### config.mk
export PLATFORM = sky130hd
export DESIGN_NAME = s38584_scan_shuttle
export DESIGN_NICKNAME = d
export VERILOG_FILES = /design/src/rtl/s38584_pkg.sv /design/src/rtl/s38584_shift_reg.sv /design/src/rtl/s38584_scan_shuttle.sv
export SDC_FILE = /design/constraint.sdc
export NUM_CORES = 1
export LEC_CHECK = 0
export BUFFER_PORTS_ARGS = -buffer_cell sky130_fd_sc_hd__buf_2
export CORE_MARGIN = 2
export CORE_UTILIZATION = 59
export CTS_BUF_LIST = sky130_fd_sc_hd__clkbuf_8 sky130_fd_sc_hd__clkbuf_16
export DETAILED_ROUTE_END_ITERATION = 10
export PLACE_DENSITY = 0.79
export SLEW_MARGIN = 20
export SYNTH_ARGS = -nofsm -noshare
export SYNTH_HDL_FRONTEND = slang
export SYNTH_HIERARCHICAL = 1
export SYNTH_SLANG_ARGS = --single-unit
### constraint.sdc
create_clock -name CK -period 1.9 [get_ports CK]
set_input_delay 0 -clock CK [delete_from_list [all_inputs] [get_ports CK]]
set_output_delay 0 -clock CK [all_outputs]
set_load 0.1 [all_outputs]
### src/rtl/s38584_pkg.sv
// s38584_pkg: shared FSM states and per-cone constants for the s38584 scan shuttle
package s38584_pkg;
  typedef enum logic [2:0] {S_IDLE, S_LOAD, S_SETTLE, S_CAPTURE, S_UNLOAD} state_t;
  localparam int N5101_VEC_W = 27;
  localparam int SETTLE_DEF = 2;
endpackage

### src/rtl/s38584_shift_reg.sv
// s38584_shift_reg: right-shifting register with parallel load; serial bits enter at the MSB
module s38584_shift_reg #(
  parameter int W = 8
) (
  input  logic         clk,
  input  logic         rst,
  input  logic         load,
  input  logic         shift,
  input  logic         sin,
  input  logic [W-1:0] d,
  output logic [W-1:0] q
);
  always_ff @(posedge clk)
    if (rst) q <= '0;
    else if (load) q <= d;
    else if (shift) q <= {sin, q[W-1:1]};
endmodule

### src/rtl/s38584_scan_shuttle.sv
// s38584_scan_shuttle: serial load, timed apply, capture and serial unload around one converted s38584 cone
module s38584_scan_shuttle
  import s38584_pkg::*;
#(
  parameter int VEC_W = N5101_VEC_W,
  parameter int SETTLE = SETTLE_DEF,
  parameter int CNT_W = 5
) (
  input  logic             CK,
  input  logic             RST,
  input  logic             start,
  output logic             busy,
  input  logic             si_valid,
  input  logic             si_data,
  output logic             si_ready,
  output logic [VEC_W-1:0] pi_vec,
  input  logic             po_next,
  output logic             so_valid,
  output logic             so_data,
  input  logic             so_ready,
  output logic             done
);
  state_t state, nxt;
  logic [CNT_W-1:0] bitcnt;
  logic [3:0] setcnt;
  logic [VEC_W-1:0] shadow;
  logic [VEC_W:0] unl;
  logic load_beat, unload_beat, last_load, last_unload, unused_hi;
  assign load_beat = state == S_LOAD && si_valid;
  assign unload_beat = state == S_UNLOAD && so_ready;
  assign last_load = load_beat && bitcnt == CNT_W'(VEC_W - 1);
  assign last_unload = unload_beat && bitcnt == CNT_W'(VEC_W);
  assign busy = state != S_IDLE;
  assign si_ready = state == S_LOAD;
  assign so_valid = state == S_UNLOAD;
  assign so_data = so_valid & unl[0];
  assign unused_hi = ^unl[VEC_W:1];
  // shadow fills LSB-first: each bit enters at the top and settles into place after VEC_W shifts
  s38584_shift_reg #(.W(VEC_W)) u_shadow (
    .clk(CK), .rst(RST), .load(1'b0), .shift(load_beat), .sin(si_data), .d('0), .q(shadow)
  );
  s38584_shift_reg #(.W(VEC_W + 1)) u_unload (
    .clk(CK), .rst(RST), .load(state == S_CAPTURE), .shift(unload_beat), .sin(1'b0),
    .d({shadow, po_next}), .q(unl)
  );
  always_comb begin
    nxt = state;
    unique case (state)
      S_IDLE:    nxt = start ? S_LOAD : S_IDLE;
      S_LOAD:    nxt = last_load ? S_SETTLE : S_LOAD;
      S_SETTLE:  nxt = setcnt == 4'(SETTLE - 1) ? S_CAPTURE : S_SETTLE;
      S_CAPTURE: nxt = S_UNLOAD;
      S_UNLOAD:  nxt = last_unload ? S_IDLE : S_UNLOAD;
      default:   nxt = S_IDLE;
    endcase
  end
  always_ff @(posedge CK)
    if (RST) begin
      state <= S_IDLE;
      bitcnt <= '0;
      setcnt <= '0;
      pi_vec <= '0;
      done <= 1'b0;
    end else begin
      state <= nxt;
      done <= last_unload;
      setcnt <= state == S_SETTLE ? setcnt + 4'd1 : 4'd0;
      bitcnt <= (state == S_IDLE || state == S_CAPTURE || last_load) ? '0 :
                (load_beat || unload_beat) ? bitcnt + CNT_W'(1) : bitcnt;
      // apply the completed vector in one step, including the bit arriving on this beat
      if (last_load) pi_vec <= {si_data, shadow[VEC_W-1:1]};
    end
endmodule

# After elaboration in Yosys (flattened, before gate mapping)
# Index checks and enable logic that the tools add are counted.
[classes]
add_sub_neg = 2
n_eq_ne = 7
n_mux = 7
bitwise_logic = 2
reduce_logical = 12
[ops]
columns = ["op", "count"]
rows = [
  ["28-bit 2-to-1 mux", 2],
  ["3-bit case mux with 5 select lines", 1],
  ["5-bit == test, second input constant", 2],
  ["3-bit by 2-bit == test with 1-bit output, second input constant", 2],
  ["5-bit by 1-bit adder with 5-bit output, second input constant", 1],
  ["4-bit by 1-bit adder with 4-bit output, second input constant", 1],
  ["4-bit by 1-bit == test with 1-bit output, second input constant", 1],
  ["1-bit logical AND", 4],
  ["2-bit OR reduction", 2],
  ["3-bit by 1-bit == test with 1-bit output, second input constant", 1],
  ["3-bit == test, second input constant", 1],
  ["3-bit zero test", 1],
  ["1-bit logical OR", 3],
  ["3-bit 2-to-1 mux", 1],
  ["3-bit nonzero test", 1],
  ["1-bit 2-to-1 mux", 2],
  ["2-bit 2-to-1 mux", 1],
  ["2-bit nonzero test", 1],
  ["1-bit bitwise AND", 1],
  ["1-bit inverter", 1],
]
[totals]
register_bits = 95
in_bits = 7
out_inout_bits = 32
elab_cells = 37

# Longest topological paths before layout
[logic_depth]
depth_word = 5
depth_mapped = 7

# Hierarchy
# The synthesis kept the hierarchy.
[modules_own_cells]
columns = ["module", "instances", "cells_each", "area_each_um2", "seq_area_each_um2"]
rows = [
  ["s38584_scan_shuttle", 1, 194, 1620.3, 800.8],
  ["s38584_shift_reg (u_unload)", 1, 124, 1321.3, 560.5],
  ["s38584_shift_reg (u_shadow)", 1, 120, 1282.5, 540.5],
]

# Worst setup path before layout
# No wires, ideal clock.
[synth_timing]
kind = "register to register"
from = "reg state[0]"
to = "reg pi_vec[4]"
arrival_ns = 3.849
t_required_ns = 1.768
setup_slack_ns = -2.082
stages_incl_launch_ff = 6
synth_period_minus_slack_ns = 3.982
cell_sequence = "dfxtp_1 > nor3b_1 > nand3_1 > clkbuf_1 > nand2_1 > a21oi_1"
[synth_between]
elab_chain_len = 3
[synth_lines]
columns = ["element", "line", "text"]
rows = [
  ["start: declaration", "s38584_scan_shuttle.sv:23", "state_t state, nxt;"],
  ["start signal: assignment", "s38584_scan_shuttle.sv:65", "state <= nxt;"],
  ["3-bit by 1-bit == test with 1-bit output", "-", ""],
  ["named net si_ready", "s38584_scan_shuttle.sv:15", "output logic si_ready,"],
  ["1-bit logical AND", "s38584_scan_shuttle.sv:29", "assign load_beat = state == S_LOAD && si_valid;"],
  ["1-bit logical AND", "s38584_scan_shuttle.sv:31", "assign last_load = load_beat && bitcnt == CNT_W'(VEC_W - 1);"],
  ["end signal: assignment", "s38584_scan_shuttle.sv:71", "if (last_load) pi_vec <= {si_data, shadow[VEC_W-1:1]};"],
  ["end: declaration", "s38584_scan_shuttle.sv:16", "output logic [VEC_W-1:0] pi_vec,"],
]
# The timed path passes the listed nets, and every way through them passes these cells.
# A chain may end at the register's enable or synchronous reset.

# Worst setup path after layout
[layout_timing]
from = "reg state[0]"
to = "reg bitcnt[0]"
[layout_between]
elab_chain_len = 5
word_cells_on_any_way = 11
cone_classes = "3 x eq/ne; 8 x reduce/logical"
[layout_lines]
columns = ["element", "line", "text"]
rows = [
  ["3-bit by 1-bit == test with 1-bit output (*)", "s38584_scan_shuttle.sv:29", ""],
  ["1-bit logical AND (*)", "s38584_scan_shuttle.sv:29", ""],
  ["named net load_beat", "s38584_scan_shuttle.sv:28", "logic load_beat, unload_beat, last_load, last_unload, unused_hi;"],
  ["1-bit logical AND", "s38584_scan_shuttle.sv:31", ""],
  ["1-bit logical OR", "s38584_scan_shuttle.sv:68", "bitcnt <= (state == S_IDLE || state == S_CAPTURE || last_load) ? '0 :"],
  ["2-bit OR reduction (no line)", "-", ""],
  ["end signal: assignment", "s38584_scan_shuttle.sv:68", ""],
  ["end: declaration", "s38584_scan_shuttle.sv:24", "logic [CNT_W-1:0] bitcnt;"],
]
# Mark *: on every way through the listed nets, which the timed path passes. The rest lies on a longest branch.

==> flow_metrics.tcl <==
set metrics [dict create \
    status "finished clean" \
    yosys-top-cells-count "dfxtp_1, nor2b_1, nand2_1" \
    synth_edf_count 0 \
    cp_data_arrival_time_ns 2.02 \
    cap_viol_max_count 0 \
    finalSetupTns_ns 0 \
    hold_viol 0 \
    ys.warnings.count 6 \
    tightestPinTransition_ns 0.655 \
    cts_num_sinks 95 \
    clk_pin_slew_worst_paths_ns 0.09 \
    grt_max_degree 61 \
    area.growth.synth_to_final_pct 13.7 \
    wl_per_cell_um 15.5 \
    setup_violations 0 \
    min_path_type "primary input to register" \
    place.gp.congestion 0.833 \
    reg2regPathDepth 5 \
    via_count 3258 \
    p_leak_nw 1.79 \
    place_hpwl_mm 5.78 \
    netlist_top_cells_area "dfxtp_1, mux2i_1, a211oi_1" \
    slew_headroom_pct 56.3 \
    hold_path_startpoint "si_valid" \
    ant_nets 0 \
    cpMaxStageDelayCell "dfxtp_2" \
    drt-total-wl_mm 9.19 \
    cts_setup_buffers 0 \
    power_density_mw_per_mm2 791 \
    finClkSkew_ns 0.0100 \
    r2r_setup_slack_ns 0.17 \
    wl_met1_mm 4.62 \
    drive_above_1_share_pct 15.5 \
    grt-ovfl-total 0 \
    ys_seq_area_share_pct 45.0 \
    rr_startpoint "state[0]" \
    grt_pass1_wl_mm 15.3 \
    io-pin-count 39 \
    first_pass_iters 4 \
    period_minus_slack_ns 1.73 \
    die_y_um 88.6 \
    post-route-period-util_pct 91.2 \
    crit_path_start_kind "register" \
    dieArea_mm2 0.00785 \
    coreArea_mm2 0.00687 \
    worstReg2RegEnd "bitcnt[0]" \
    ys.flop_type "dfxtp_1" \
    yosysTopAreaCellShare_pct 45.0 \
    synth.largest_area_cell "dfxtp_1" \
    final_core_util_pct 69.9 \
    rsz0062_at_grt "false" \
    dr_wl_met3_um 445 \
    diodes 0 \
    required_ns 2.18 \
    fmax_mhz 577 \
    syn_avg_cell_area_um2 9.64 \
    htreeDepth 3 \
    drt-initial-drc-count 258 \
    antenna_found_initial 0 \
    slowest_delay_ns 0.46 \
    top_layer_used "met4" \
    hold_end "bitcnt[4]" \
    ctsResizeCount 0 \
    nets 504 \
    postSynthCellCount 438 \
    post-route-drc-count 0 \
    numCtsBuffers 9 \
    postSynth.asyncResetShare_pct 0 \
    synth_most_common_cell "dfxtp_1" \
    die_w_um 88.6 \
    dr_wl_met2_mm 4.03 \
    crit_chain "and4bb_2, buf_12, nor2_1, or3_1, a21oi_1" \
    initial_core_util_pct 61.5 \
    critPathKind "register to register" \
    ys_types 40 \
    hold_path_depth 5 \
    ir_drop_mv 0.584 \
    first_global_vias 2984 \
    cts_max_path_buffers 2 \
    vias_per_cell 5.48 \
    portBuffers 38 \
    root_buffer "clkbuf_8" \
    worstPathMaxFanout 29 \
    grt_usage_pct 25.5 \
    ys_seq_elements 95 \
    row_count 30 \
    synth_area_mm2 0.00422 \
    final_max_slew_viol_count 0 \
    cts_tree "yes" \
    worstSkewPairLatency_ns 0.36 \
    end_kind "register" \
]
worst max-delay path, delay by kind of cell (launching register included):
family	cells	cell delay (ns)
AND/OR/NAND/NOR	3	0.77
flip-flops	1	0.46
buffers and inverters	1	0.24
AO/OA/AOI/OAI	1	0.19
power by group:
part	leakage [nW]	internal (W)	switching (W)
sequential	0.774	0.00203	0.0000591
combinational	0.899	0.0000924	0.000141
clock	0.114	0.000773	0.000700
total	1.79	0.00290	0.000901
sequential cells by signal, summed over array words and instances, names as in the netlist:
name	count
u_unload/q	28
pi_vec	27
u_shadow/q	27
bitcnt	5
setcnt	4
state	3
done	1
placed cells by master, fill, tap and decap left out, types with 4 or more instances in the layout:
cell type,Yosys,layout
a21oi_1,32,32
mux2i_1,55,55
buf_2,8,38
clkbuf_8,0,10
dlygate4sd3_1,0,5
dfxtp_1,95,92
a211oi_1,52,52
buf_4,2,4
nor2b_1,58,58
nor2_1,9,9
nand2_1,56,56
ha_1,4,4
conb_1,1,29
inv_1,3,4
timing repair:
action	CTS	global route
hold endpoints to repair	9	0
hold buffers	5	0
setup endpoints to repair	0	0
cells by family (layout without fill, tap and decap cells):
group | Yosys count | after routing | synth area share (%)
compound gates | 92 | 92 | 14.7
xor+xnor | 5 | 5 | 1.04
fa+ha+maj | 4 | 4 | 1.18
buf+inv | 39 | 71 | 6.07
flops | 95 | 95 | 45.0
mux | 55 | 55 | 13.0
other cells | 1 | 29 | 0.0888
simple gates | 147 | 147 | 18.9
layout make-up:
| cell class | count | area (um2) |
|---|---|---|
| inverter | 5 | 18.8 |
| sequential | 95 | 1910 |
| multi-input combinational | 332 | 2210 |
| fill | 522 | 2070 |
| tap | 96 | 120 |
| clock inverter | 6 | 85.1 |
| timing repair buffer | 50 | 330 |
| clock buffer | 10 | 138 |
worst max-delay path by stage:
stage	from	to	slack, ns	cells past startpoint
4_1_cts	state[2]	so_data	0.19	3
2_1_floorplan	state[1]	pi_vec[4]	-0.11	5
3_3_place_gp	state[1]	state[0]	0.28	3
5_1_grt	state[0]	bitcnt[3]	0.13	5
6_report	state[0]	bitcnt[0]	0.17	5
3_5_place_dp	state[1]	state[0]	0.27	3
routing by layer:
layer / up-vias / track usage [%]
met5: - / 0
met3: 10 / 4.94
li1: 1610 / -
met1: 1563 / 38.4
met4: 0 / 7.99
met2: 75 / 36.8
through the flow:
stage	total power [W]	setup slack [ns]	hold WS [ns]	area, um2	std cells
6_report	0.00380	0.166	0.155	4800	594
3_5_place_dp	0.00235	0.273	0.278	4530	573
3_3_place_gp	0.00234	0.283	0.275	4530	573
4_1_cts	0.00380	0.193	0.139	4800	594
2_1_floorplan	0.00231	-0.112	0.140	4380	466
5_1_grt	0.00392	0.133	0.169	4800	594
No activity file was read; power rests on OpenSTA's default activity.
